===== src/rtl/ps2_wasd_if.sv =====
// PS/2 pin inputs and decoded WASD/arrow key levels shared by the decoder and its driver.
interface ps2_wasd_if;
  logic       ps2_clk;
  logic       ps2_data;
  logic       w;
  logic       a;
  logic       s;
  logic       d;
  logic [7:0] scan_code;
  logic       scan_valid;
  logic       frame_error;

  modport master (
    output ps2_clk, ps2_data,
    input  w, a, s, d, scan_code, scan_valid, frame_error
  );

  modport slave (
    input  ps2_clk, ps2_data,
    output w, a, s, d, scan_code, scan_valid, frame_error
  );
endinterface


===== src/rtl/ps2_wasd_decoder.sv =====
// PS/2 set-2 receiver producing active-low held-key levels for WASD and the arrow keys.
// States: IDLE = wait for start bit | DATA = 8 bits LSB first | PARITY = odd parity bit | STOP = stop bit
module ps2_wasd_decoder #(
  parameter int FILTER_LEN     = 8,
  parameter int TIMEOUT_CYCLES = 50000
) (
  input  logic   clk,
  input  logic   reset,
  ps2_wasd_if.slave bus
);

  localparam int FW = (FILTER_LEN > 1) ? $clog2(FILTER_LEN) : 1;
  localparam int TW = $clog2(TIMEOUT_CYCLES + 1);

  typedef enum logic [1:0] {IDLE, DATA, PARITY, STOP} state_t;

  logic          clk_s1, clk_s2, data_s1, data_s2;
  logic [FW-1:0] filt_cnt;
  logic          filt_q, filt_d1;
  logic          fall;
  logic [TW-1:0] tmr_q;
  logic          frame_active, timeout;
  state_t        state_q, state_d;
  logic          accept, err;
  logic [2:0]    bit_cnt;
  logic [7:0]    shift_q;
  logic          par_q;
  logic          e0_q, f0_q;
  logic [3:0]    keys_q;   // {w, a, s, d}
  logic [7:0]    code_q;
  logic          valid_q, error_q;
  logic          hit;
  logic [1:0]    hit_idx;

  always_ff @(posedge clk or posedge reset) begin
    if (reset) begin
      clk_s1  <= 1'b1;
      clk_s2  <= 1'b1;
      data_s1 <= 1'b1;
      data_s2 <= 1'b1;
    end else begin
      clk_s1  <= bus.ps2_clk;
      clk_s2  <= clk_s1;
      data_s1 <= bus.ps2_data;
      data_s2 <= data_s1;
    end
  end

  // Down-counter reloads whenever the sample agrees; a flip needs FILTER_LEN disagreeing samples in a row.
  always_ff @(posedge clk or posedge reset) begin
    if (reset) begin
      filt_cnt <= FW'(FILTER_LEN - 1);
      filt_q   <= 1'b1;
      filt_d1  <= 1'b1;
    end else begin
      filt_d1 <= filt_q;
      if (clk_s2 == filt_q) begin
        filt_cnt <= FW'(FILTER_LEN - 1);
      end else if (filt_cnt == '0) begin
        filt_q   <= clk_s2;
        filt_cnt <= FW'(FILTER_LEN - 1);
      end else begin
        filt_cnt <= filt_cnt - 1'b1;
      end
    end
  end

  assign fall         = filt_d1 & ~filt_q;
  assign frame_active = (state_q != IDLE);
  assign timeout      = frame_active && !fall && (tmr_q == '0);

  always_ff @(posedge clk or posedge reset) begin
    if (reset) begin
      tmr_q <= '0;
    end else if (fall) begin
      tmr_q <= TW'(TIMEOUT_CYCLES - 1);
    end else if (frame_active && tmr_q != '0) begin
      tmr_q <= tmr_q - 1'b1;
    end
  end

  always_ff @(posedge clk or posedge reset) begin
    if (reset) state_q <= IDLE;
    else       state_q <= state_d;
  end

  always_comb begin
    state_d = state_q;
    accept  = 1'b0;
    err     = 1'b0;
    case (state_q)
      IDLE: begin
        if (fall && !data_s2) state_d = DATA;
      end
      DATA: begin
        if (timeout) begin
          err     = 1'b1;
          state_d = IDLE;
        end else if (fall && bit_cnt == 3'd7) begin
          state_d = PARITY;
        end
      end
      PARITY: begin
        if (timeout) begin
          err     = 1'b1;
          state_d = IDLE;
        end else if (fall) begin
          state_d = STOP;
        end
      end
      STOP: begin
        if (timeout) begin
          err     = 1'b1;
          state_d = IDLE;
        end else if (fall) begin
          state_d = IDLE;
          if (data_s2 && (^{shift_q, par_q})) accept = 1'b1;
          else                                err    = 1'b1;
        end
      end
      default: state_d = IDLE;
    endcase
  end

  always_comb begin
    hit     = 1'b0;
    hit_idx = 2'd0;
    if (e0_q) begin
      case (shift_q)
        8'h75: begin hit = 1'b1; hit_idx = 2'd3; end
        8'h6B: begin hit = 1'b1; hit_idx = 2'd2; end
        8'h72: begin hit = 1'b1; hit_idx = 2'd1; end
        8'h74: begin hit = 1'b1; hit_idx = 2'd0; end
        default: ;
      endcase
    end else begin
      case (shift_q)
        8'h1D: begin hit = 1'b1; hit_idx = 2'd3; end
        8'h1C: begin hit = 1'b1; hit_idx = 2'd2; end
        8'h1B: begin hit = 1'b1; hit_idx = 2'd1; end
        8'h23: begin hit = 1'b1; hit_idx = 2'd0; end
        default: ;
      endcase
    end
  end

  always_ff @(posedge clk or posedge reset) begin
    if (reset) begin
      bit_cnt <= '0;
      shift_q <= '0;
      par_q   <= 1'b0;
      e0_q    <= 1'b0;
      f0_q    <= 1'b0;
      keys_q  <= 4'hF;
      code_q  <= '0;
      valid_q <= 1'b0;
      error_q <= 1'b0;
    end else begin
      valid_q <= accept;
      error_q <= err;
      if (fall) begin
        case (state_q)
          IDLE: bit_cnt <= '0;
          DATA: begin
            shift_q <= {data_s2, shift_q[7:1]};
            bit_cnt <= bit_cnt + 3'd1;
          end
          PARITY: par_q <= data_s2;
          default: ;
        endcase
      end
      if (err) begin
        e0_q <= 1'b0;
        f0_q <= 1'b0;
      end
      if (accept) begin
        code_q <= shift_q;
        if (shift_q == 8'hE0) begin
          e0_q <= 1'b1;
        end else if (shift_q == 8'hF0) begin
          f0_q <= 1'b1;
        end else begin
          if (hit) keys_q[hit_idx] <= f0_q;
          e0_q <= 1'b0;
          f0_q <= 1'b0;
        end
      end
    end
  end

  assign bus.w           = keys_q[3];
  assign bus.a           = keys_q[2];
  assign bus.s           = keys_q[1];
  assign bus.d           = keys_q[0];
  assign bus.scan_code   = code_q;
  assign bus.scan_valid  = valid_q;
  assign bus.frame_error = error_q;

endmodule


===== src/flat_wrapper.sv =====
// flat-port wrapper written by rule: the top's interface ports become plain ports
module ps2_wasd_decoder_flat 
#(
  parameter int FILTER_LEN     = 8,
  parameter int TIMEOUT_CYCLES = 50000
)
  (clk, reset, bus_ps2_clk, bus_ps2_data, bus_w, bus_a, bus_s, bus_d, bus_scan_code, bus_scan_valid, bus_frame_error);
  ps2_wasd_if bus_i ();
  input  logic clk;
  input  logic reset;
  input wire logic [$bits(bus_i.ps2_clk)-1:0] bus_ps2_clk;
  input wire logic [$bits(bus_i.ps2_data)-1:0] bus_ps2_data;
  output wire logic [$bits(bus_i.w)-1:0] bus_w;
  output wire logic [$bits(bus_i.a)-1:0] bus_a;
  output wire logic [$bits(bus_i.s)-1:0] bus_s;
  output wire logic [$bits(bus_i.d)-1:0] bus_d;
  output wire logic [$bits(bus_i.scan_code)-1:0] bus_scan_code;
  output wire logic [$bits(bus_i.scan_valid)-1:0] bus_scan_valid;
  output wire logic [$bits(bus_i.frame_error)-1:0] bus_frame_error;
  assign bus_i.ps2_clk = bus_ps2_clk;
  assign bus_i.ps2_data = bus_ps2_data;
  assign bus_w = bus_i.w;
  assign bus_a = bus_i.a;
  assign bus_s = bus_i.s;
  assign bus_d = bus_i.d;
  assign bus_scan_code = bus_i.scan_code;
  assign bus_scan_valid = bus_i.scan_valid;
  assign bus_frame_error = bus_i.frame_error;
  ps2_wasd_decoder #(.FILTER_LEN(FILTER_LEN), .TIMEOUT_CYCLES(TIMEOUT_CYCLES)) u_core (.clk(clk), .reset(reset), .bus(bus_i));
endmodule

===== config.mk =====
export PLATFORM = sky130hd
export DESIGN_NAME = ps2_wasd_decoder_flat
export DESIGN_NICKNAME = d
export VERILOG_FILES = /design/src/rtl/ps2_wasd_if.sv /design/src/rtl/ps2_wasd_decoder.sv /design/src/flat_wrapper.sv
export SDC_FILE = /design/constraint.sdc
export NUM_CORES = 1
export LEC_CHECK = 0
export ABC_CLOCK_PERIOD_IN_PS = 3500
export CORE_MARGIN = 5
export CORE_UTILIZATION = 30
export CTS_CLUSTER_DIAMETER = 200
export DETAILED_ROUTE_END_ITERATION = 8
export SLEW_MARGIN = 15
export SYNTH_ARGS = -nofsm -noshare
export SYNTH_HDL_FRONTEND = slang
export SYNTH_SLANG_ARGS = --single-unit

===== constraint.sdc =====
create_clock -name clk -period 3.5 [get_ports clk]
set_clock_uncertainty 0.2 [all_clocks]
set_input_delay 0.525 -clock clk [delete_from_list [all_inputs] [get_ports clk]]
set_output_delay 0.525 -clock clk [all_outputs]
set_load 0.01 [all_outputs]

==> results of run 1 <==
-- worst reg2reg max path: cells and delay by family, from the launching register on --
family	cells	cell delay, ns
DFF	1	0.61
and+or+nand+nor	2	0.55
xor gates and xnor gates	3	0.87
muxes	1	0.34
-- cell usage in the layout, fill, tap and decap left out, types with 2 or more instances in the layout --
cell | Yosys | final
nor3b_1 | 2 | 2
nor4_1 | 3 | 3
mux2_4 | 7 | 7
nand2_1 | 25 | 25
inv_1 | 13 | 12
nor3_1 | 6 | 6
mux2_2 | 6 | 6
a21oi_1 | 7 | 7
o21ai_1 | 2 | 2
o21ai_0 | 12 | 12
mux2_1 | 5 | 5
a31oi_1 | 3 | 3
nor2b_1 | 2 | 2
clkbuf_8 | 0 | 7
nand3_1 | 9 | 9
ha_1 | 10 | 10
nand4_1 | 5 | 5
nand2b_1 | 5 | 5
nor4_2 | 2 | 2
clkdlybuf4s50_1 | 0 | 17
a32o_1 | 2 | 2
nor2_1 | 18 | 18
xnor2_1 | 12 | 12
nand3b_1 | 3 | 3
o31ai_1 | 3 | 3
or4_1 | 2 | 2
inv_2 | 1 | 2
buf_4 | 1 | 3
o211ai_1 | 2 | 2
xor2_1 | 4 | 4
or3_1 | 3 | 3
dfrtp_1 | 42 | 42
dfstp_2 | 13 | 13
-- cell families (layout without fill, tap and decap cells) --
logic type / count (synthesis) / in the layout / synth area share [%]
AND/OR/NAND/NOR: 96 / 96 / 19.2
AO/OA/AOI/OAI: 38 / 38 / 8.84
buffers and inverters: 25 / 42 / 4.25
XOR/XNOR: 19 / 19 / 7.19
adder cells (fa/ha/maj): 10 / 10 / 4.33
multiplexers: 18 / 18 / 7.93
flip-flops: 55 / 55 / 48.2
-- layout make-up --
cell class	count	area [µm²]	share of cell area [%]
tap	129	161	4.93
sequential	55	1390	42.5
multi-input combinational	181	1370	41.9
timing repair buffer	20	193	5.88
inverter	14	52.6	1.60
clock buffer	7	96.3	2.94
clock inverter	1	7.51	0.229
-- synth_stat cells (all sizes together), types with 4 or more instances --
cell / number
o21ai: 14
ha: 10
nand3: 9
dfstp: 13
mux2: 18
nand2b: 5
nor2: 19
nand4: 5
dfrtp: 42
nor3: 7
xor2: 4
xnor2: 14
a21oi: 8
inv: 14
buf: 6
nand2: 25
clkbuf: 5
nor4: 6
a31oi: 4
-- power groups by stage --
stage / clock network, µW / registers, µW / logic, µW
final: 389 / 970 / 676
after global routing: 427 / 998 / 765
after detailed placement: 0 / 980 / 682
after CTS: 403 / 970 / 684
after floorplan: 0 / 922 / 613
after global placement: 0 / 977 / 661
-- flip-flops by register name, indices dropped and copies added, names as in the netlist --
register                count
u_core.bit_cnt              3
u_core.bus.frame_error      1
u_core.bus.scan_code        8
u_core.bus.scan_valid       1
u_core.clk_s1               1
u_core.clk_s2               1
u_core.data_s1              1
u_core.data_s2              1
u_core.e0_q                 1
u_core.f0_q                 1
u_core.filt_cnt             3
u_core.filt_d1              1
u_core.filt_q               1
u_core.keys_q               4
u_core.par_q                1
u_core.shift_q              8
u_core.state_q              2
u_core.tmr_q               16
-- final timing paths --
kind | start | slack [ns] | to
worst min register to register | u_core.clk_s1 | 0.17 | u_core.clk_s2
worst min-delay path | u_core.clk_s1 | 0.17 | u_core.clk_s2
worst max register to register | u_core.shift_q[3] | 0.87 | u_core.keys_q[0]
min in group asynchronous | reset | 0.27 | u_core.tmr_q[6]
worst max-delay path | u_core.shift_q[3] | 0.87 | u_core.keys_q[0]
max in group asynchronous | reset | 2.19 | u_core.filt_q
-- metal layers --
| metal | part of all wire (%) | global-route usage [%] | vias up |
|---|---|---|---|
| li1 | - | - | 948 |
| met1 | 48 | 12.3 | 957 |
| met2 | 46 | 14.9 | 37 |
| met3 | 4.7 | 2.33 | 7 |
| met4 | 1.4 | 3.97 | 0 |
| met5 | 0 | 0 | - |
-- stage by stage --
| step | total power, µW | area [µm²] | worst slack [ns] |
|---|---|---|---|
| CTS | 2060 | 3280 | 0.841 |
| finish | 2030 | 3280 | 0.869 |
| detailed placement | 1660 | 3170 | 0.861 |
| global placement | 1640 | 3170 | 0.945 |
| global route | 2190 | 3280 | 0.683 |
| floorplan | 1530 | 2890 | 1.13 |
==> run metrics, run 1 <==
fin crit share between 70% and 80%; DPL Wire Length about 3600 µm; CP peak stage delay about 0.61 ns; EDFF count, synth 0; Crit path depth 6; synth warn 0; WL per Instance 12.6 µm; postcts setup bufs 0; Slew headroom 53.3%; number of global-route vias before repair 1881; critical path launch point type flop; final setup vio count 0; status complete, no violations; CTS clk-pin slew, worst paths 0.10 ns; cts bufs inserted 5; Sw Ratio a little under two fifths; CP Data Arrival Time approximately 2.7 ns; sequential share of the synthesized area around 48%; Die ar. about 12000 µm²; initial antenna violation count 0; RSZ-0062 raised after global routing false; CTS Hold Bufs 0; Cells after DPL between 300 and 400; Critical Path End Type flop; Die W 108 µm; cell family with most CP delay XOR/XNOR gates; HP Class reg -> reg; largest net degree at the start of global routing 25; Starting Density a little under a third; port buffer count 17; routability cong. between 0.8 and 0.9; WP buf/inv 0; Post-synth top flop dfrtp_1; share of cells above drive strength 1 a little under a fifth; critical path class reg -> reg; clock group share of total power a little under a fifth; top cell type's share of synthesized area 36.4%; Combinational Power Share between 30% and 40%; hold depth 0; Yosys cell types between 50 and 60; top post-synthesis cells by area dfrtp_1 (36%), dfstp_2 (12%), ha_1 (4.3%); Max Clock Freq about 380 MHz; Core ar. between 9000 and 10000 µm²; Final Max Tran Viols 0; Skew-Pair Late Insertion Delay between 0.3 and 0.4 ns; final core occ 35.1%; CP required 3.54 ns; Crit Path Max Fanout 15; vias after detailed routing roughly 1.9k; CP Cell Sequence xor2_1 > xnor3_2 > xnor2_4 > nor2_4 > nand4_1 > mux2_1; first-pass GRT wire length slightly below 9000 µm; clock tree sinks 55; final std cells w/o fill about 410; #FFs+latches synth 55; DRT iter0 DRCs between 100 and 150; gr ovfl total 0; Max Cap Violations 0; DRT Pass-1 Iters 4; Pint between 1000 and 1500 µW; final net count slightly below 300; Syn Area/Cell roughly 11 µm²; H-tree depth 2; Synth async-reset ratio 100%; net switching power about 750 µW; TritonCTS clock tree yes; fillers about 960; clock tree root driver cell clkbuf_8; Tot GR Track Use 9.41%; Setup TNS Final 0 ns; Final min period 2.63 ns; via-per-instance ratio between 4 and 5; CTS resizes 0; leading area contributor after synthesis dfrtp_1; post-synthesis cell area 2890 µm²; R2R cell count 6; post-route ant nets 0; Leak about 0.0013 µW; Layout area overhead 13.4%; I/O pin cnt 18; Worst path slowest cell dfrtp_1; worst hold margin about 0.17 ns; Routed WL slightly above 5000 µm; DRC viols 0; Max clock buf depth 2; Syn Inst Count approximately 260; ANT cells 0; sequential power share between 40% and 50%; P per Cell Area a little over 600 nW/µm²; Worst-Margin Slew around 0.69 ns; Syn Nets 275; Hold Vio Cnt, Final 0; Die H approximately 110 µm; Rows 35; Peak VDD IR about 0.00038 V
Power figures use the tool's default switching activity.
==> inputs of run 2 (changes only) <==
--- a/config.mk
+++ b/config.mk
@@ -5,7 +5,7 @@
 export SDC_FILE = /design/constraint.sdc
 export NUM_CORES = 1
 export LEC_CHECK = 0
-export ABC_CLOCK_PERIOD_IN_PS = 3500
+export ABC_CLOCK_PERIOD_IN_PS = 2600
 export CORE_MARGIN = 5
 export CORE_UTILIZATION = 30
 export CTS_CLUSTER_DIAMETER = 200
==> constraint.sdc (replaced) <==
create_clock -name clk -period 2.6 [get_ports clk]
set_clock_uncertainty 0.2 [all_clocks]
set_input_delay 0.39 -clock clk [delete_from_list [all_inputs] [get_ports clk]]
set_output_delay 0.39 -clock clk [all_outputs]
set_load 0.01 [all_outputs]
==> run 2 against run 1 <==
Design area up 2.1%. Die area unchanged. Worst hold slack worse by 0.0031 ns. Register-to-register slack worse by 0.68 ns. Largest cell class unchanged.
==> run metrics, run 2 (synthesis results as in run 1) <==
status complete, no violations; Max Clock Freq approximately 410 MHz; initial antenna violation count 0; Pint around 1800 µW; Final Max Tran Viols 0; first-pass GRT wire length about 9100 µm; DPL Wire Length between 3000 and 4000 µm; net switching power 1000 µW; Crit Path Max Fanout 5; largest reg by FF count u_core.tmr_q; vias after detailed routing between 1.5k and 2k; Hold Vio Cnt, Final 0; final setup vio count 0; Leak 0.00138 µW; Setup TNS Final 0 ns; Starting Density between 30% and 40%; final std cells w/o fill between 400 and 500; critical path launch point type flop; Combinational Power Share roughly a third; Worst-Margin Slew around 0.53 ns; fillers approximately 930; CTS Hold Bufs 0; largest net degree at the start of global routing 56; CP Data Arrival Time around 2.4 ns; RSZ-0062 raised after global routing false; Rows 35; clock group share of total power around a fifth; Skew-Pair Late Insertion Delay ~0.3 ns; Max clock buf depth 2; Die W between 100 and 150 µm; Final min period 2.41 ns; HP Class reg -> reg; clock tree root driver cell clkbuf_8; DRT Pass-1 Iters 4; post-route ant nets 0; via-per-instance ratio between 4 and 5; Max Cap Violations 0; total power roughly 2800 µW; critical path class reg -> reg; Die ar. approximately 12000 µm²; ANT cells 0; CTS resizes 0; most frequent cells in the layout dfrtp_1 (42), nand2_1 (25), nor2_1 (18); P per Cell Area ~850 nW/µm²; I/O pin cnt 18; H-tree depth 2; postcts setup bufs 0; DRC viols 0; Cells after DPL between 400 and 500; final net count 295; Critical Path End Type flop; share of cells above drive strength 1 20.2%; Peak VDD IR ~0.00047 V; Routed WL between 5000 and 6000 µm; routability cong. roughly 0.83; gr ovfl total 0; most common cell after layout, fill and taps aside dfrtp_1; fin crit share roughly 90%; Slew headroom 64.4%; Core ar. between 9000 and 10000 µm²; port buffer count 17; clock tree sinks 55; CTS clk-pin slew, worst paths around 0.090 ns; Sw Ratio approximately a third; sequential power share a little under half; Layout area overhead 15.8%; Die H around 110 µm; TritonCTS clock tree yes; number of global-route vias before repair 1918; WL per Instance ~12 µm; max FFs per register 16; CP required ~2.6 ns; DRT iter0 DRCs around 140; cts bufs inserted 5; Tot GR Track Use under 10%
==> run 2: changes by cell type in the layout (fill, tap and decap cells not counted) <==
cell / before / now
buf_12: 0 / 2
buf_4: 3 / 5
bufinv_16: 0 / 1
clkbuf_8: 7 / 6
clkinv_2: 0 / 1
clkinvlp_4: 1 / 0
==> run 2: stage by stage <==
stage	area, µm²	hold WS [ns]	util, %	setup WS, ns
2_1_floorplan	2890	0.145	-	0.227
3_3_place_gp	3230	0.148	34.6	0.285
3_5_place_dp	3230	0.152	34.6	0.191
4_1_cts	3340	0.166	35.9	0.178
5_1_grt	3340	0.171	35.9	0.0524
6_report	3340	0.164	35.9	0.188
==> run 2: worst max-delay path, stage by stage, from the launching register on <==
cell and delay (ns):
dfrtp_1 0.41, inv_1 0.09, ha_1 0.21, or4_4 0.52, a31oi_2 0.26, nand4b_4 0.17
or3_1 0.34, a21oi_1 0.16
==> run 2: final cells by class <==
class                   count  area [µm²]  share of cell area, %
inverters                  14        52.6                   1.57
clock buffers               6        82.6                   2.47
clock inverters             2        35.0                   1.05
well taps                 129         161                   4.83
flip-flops and latches     55        1390                   41.6
repair buffers             24         248                   7.41
multi-input cells         181        1370                   41.0
==> run 2: power by group through the flow <==
stage	Combinational [µW]	Clock, µW	Sequential [µW]
floorplan	825	0	1240
global placement	934	0	1310
detailed placement	958	0	1320
CTS	961	611	1310
global route	1080	642	1340
finish	947	584	1300
==> run 2: path summary, 6_finish.rpt <==
kind | startpoint | endpoint | slack [ns] | cells after the start
max | u_core.state_q[1] | u_core.tmr_q[11] | 0.19 | 7
min in group asynchronous | reset | u_core.shift_q[1] | 0.24 | 3
min reg2reg | u_core.clk_s1 | u_core.clk_s2 | 0.16 | 0
max reg2reg | u_core.state_q[1] | u_core.tmr_q[11] | 0.19 | 7
min | u_core.clk_s1 | u_core.clk_s2 | 0.16 | 0
max in group asynchronous | reset | u_core.data_s2 | 1.65 | 3
==> run 2: per-layer routing <==
layer	vias to the layer above	global-route usage (%)	wire (µm)
li1	955	-	-
met3	2	2.33	205
met4	0	1.89	19
met5	-	0	0
met2	33	15.2	2420
met1	933	12.9	2480
==> inputs of run 3 (changes only) <==
--- a/config.mk
+++ b/config.mk
@@ -5,7 +5,7 @@
 export SDC_FILE = /design/constraint.sdc
 export NUM_CORES = 1
 export LEC_CHECK = 0
-export ABC_CLOCK_PERIOD_IN_PS = 2600
+export ABC_CLOCK_PERIOD_IN_PS = 2180
 export CORE_MARGIN = 5
 export CORE_UTILIZATION = 30
 export CTS_CLUSTER_DIAMETER = 200
==> constraint.sdc (replaced) <==
create_clock -name clk -period 2.18 [get_ports clk]
set_clock_uncertainty 0.2 [all_clocks]
set_input_delay 0.327 -clock clk [delete_from_list [all_inputs] [get_ports clk]]
set_output_delay 0.327 -clock clk [all_outputs]
set_load 0.01 [all_outputs]
==> run 3 against run 2 <==
The flow now finishes with violations (setup timing). Register-to-register slack lost 0.23 ns. Clock-buffer cell count grew 2. Design area grew 12%. Clock power shrank 5.7%. Wire length grew 11%. Die area is the same. Critical path depth is the same. Fmax grew 8.3%. Global-route usage grew 0.85 points. Final cell count grew 9.0%. Total power grew 30%. Sequential power grew 17%. Critical path type unchanged.
==> run metrics, run 3 (synthesis results as in run 1) <==
cts bufs inserted 5; vias after detailed routing ~2.1k; WP buf/inv 1; Leak about 0.0016 µW; Tot GR Track Use 10.3%; CP peak stage delay roughly 0.5 ns; status complete, but fails checks; hold path startpoint u_core.clk_s1; cell family with most CP delay XOR/XNOR gates; Die H about 110 µm; hold path endpoint u_core.clk_s2; Crit Path Max Fanout 9; port buffer count 17; initial antenna violation count 0; fin crit share 102%; clock tree root driver cell clkbuf_8; R2R Path Start u_core.shift_q[7]; Setup WS post-layout -0.0467 ns; worst slack at placement -0.0344 ns; hold depth 0; routability cong. 0.776; share of cells above drive strength 1 a little over a third; Worst path slowest cell xnor3_2; Die ar. approximately 12000 µm²; DPL Wire Length between 4000 and 5000 µm; Final Max Tran Viols 0; worst r2r dst u_core.keys_q[1]; DRT iter0 DRCs 60; FF-to-FF setup slack -0.05 ns; CP Data Arrival Time roughly 2.3 ns; Skew-Pair Late Insertion Delay about 0.31 ns; FF/Latch Area 1400 µm²; Routed WL ~5700 µm; H-tree depth 2; first-pass GRT wire length around 9700 µm; Die W 108 µm; most frequent cells in the layout buf_4 (40), dfrtp_1 (40), nand2_1 (25); gr ovfl total 0; largest reg by FF count u_core.tmr_q; Max Clock Freq between 400 and 500 MHz; I/O pin cnt 18; clock tree sinks 55; Max Cap Violations 0; ANT cells 0; CTS Hold Bufs 0; Slew headroom 71.8%; Layout area overhead 29.5%; final net count 332; number of global-route vias before repair between 2k and 2.5k; total power around 3700 µW; Crit path depth 7; Max clock buf depth 2; Critical Path End Type flop; final core occ 40.1%; final setup vio count 11; HP Class reg -> reg; failing checks setup timing; P per Cell Area roughly 990 nW/µm²; TritonCTS clock tree yes; Starting Density a little over 30%; critical path launch point type flop; WL per Instance approximately 13 µm; via-per-instance ratio between 4 and 5; max FFs per register 16; Peak VDD IR 0.000504 V; CP required 2.22 ns; Final min period about 2.2 ns; multi-input logic area 1520 µm²; DRC viols 0; Core ar. 9330 µm²; CTS clk-pin slew, worst paths about 0.1 ns; Rows 35; CP Cell Sequence xor2_1 > xnor3_2 > xnor2_4 > nor2_4 > buf_12 > nand2_1 > mux2_4; Hold Vio Cnt, Final 0; largest net degree at the start of global routing 56; RSZ-0062 raised after global routing true; fillers ~900; post-route ant nets 0; Worst-Margin Slew ~0.42 ns; critical path class reg -> reg; R2R cell count 7; DRT Pass-1 Iters 4
## run 3: changes by cell type in the layout (fill, tap and decap cells not counted), sizes merged
cell | before | now
clkbuf | 6 | 8
bufinv | 1 | 0
clkinv | 1 | 0
buf | 7 | 44
## run 3: area by class of cell
| class | count | share of cell area [%] |
|---|---|---|
| Multi-Input combinational cell | 181 | 40.6 |
| Sequential cell | 55 | 37.3 |
| Timing Repair Buffer | 61 | 14.2 |
| Tap cell | 129 | 4.31 |
| Clock buffer | 8 | 2.14 |
| Inverter | 14 | 1.40 |
## run 3: metrics by stage
step | cell area, µm² | TNS (ns) | hold WS [ns] | cells
2_1_floorplan | 2930 | -0.207 | 0.131 | 261
3_3_place_gp | 3510 | 0 | 0.147 | 436
3_5_place_dp | 3510 | -0.0517 | 0.151 | 436
4_1_cts | 3610 | -0.0520 | 0.165 | 445
5_1_grt | 3740 | -1.72 | 0.169 | 448
6_report | 3740 | -0.302 | 0.161 | 448
## run 3: how the worst max path moves through the flow
stage                       end         startpoint  slack [ns]
6_report       u_core.keys_q[1]  u_core.shift_q[7]       -0.05
5_1_grt        u_core.keys_q[1]  u_core.shift_q[7]       -0.14
4_1_cts        u_core.keys_q[1]  u_core.shift_q[4]       -0.02
3_5_place_dp   u_core.tmr_q[11]  u_core.state_q[1]       -0.03
3_3_place_gp   u_core.keys_q[0]  u_core.shift_q[7]        0.02
2_1_floorplan  u_core.tmr_q[11]  u_core.state_q[1]       -0.13
## run 3: what timing repair did
item,in CTS,in global routing
gates resized for setup,3,21
buffers inserted,1,3
pin swaps,2,16
endpoints found under the setup margin,6,28
## run 3: where the power goes
group,switching (µW),internal [µW],leakage (µW)
clock,321,230,0.0000395
combinational,796,825,0.000848
sequential,239,1280,0.000680
## run 3: worst register-to-register path: cells and delay by family, from the launching register on
| family | cells | cell delay (ns) |
|---|---|---|
| multiplexers | 1 | 0.30 |
| XOR/XNOR | 3 | 0.85 |
| AND/OR/NAND/NOR | 2 | 0.22 |
| buffers and inverters | 1 | 0.15 |
| flip-flops | 1 | 0.44 |
## run 3: per-layer routing
| layer | global-route usage, % | up-vias | wire length [µm] |
|---|---|---|---|
| met5 | 0 | - | 0 |
| met4 | 3.34 | 0 | 107 |
| met3 | 2.33 | 10 | 195 |
| met2 | 17.9 | 34 | 2780 |
| met1 | 12.6 | 1007 | 2590 |
| li1 | - | 1031 | - |
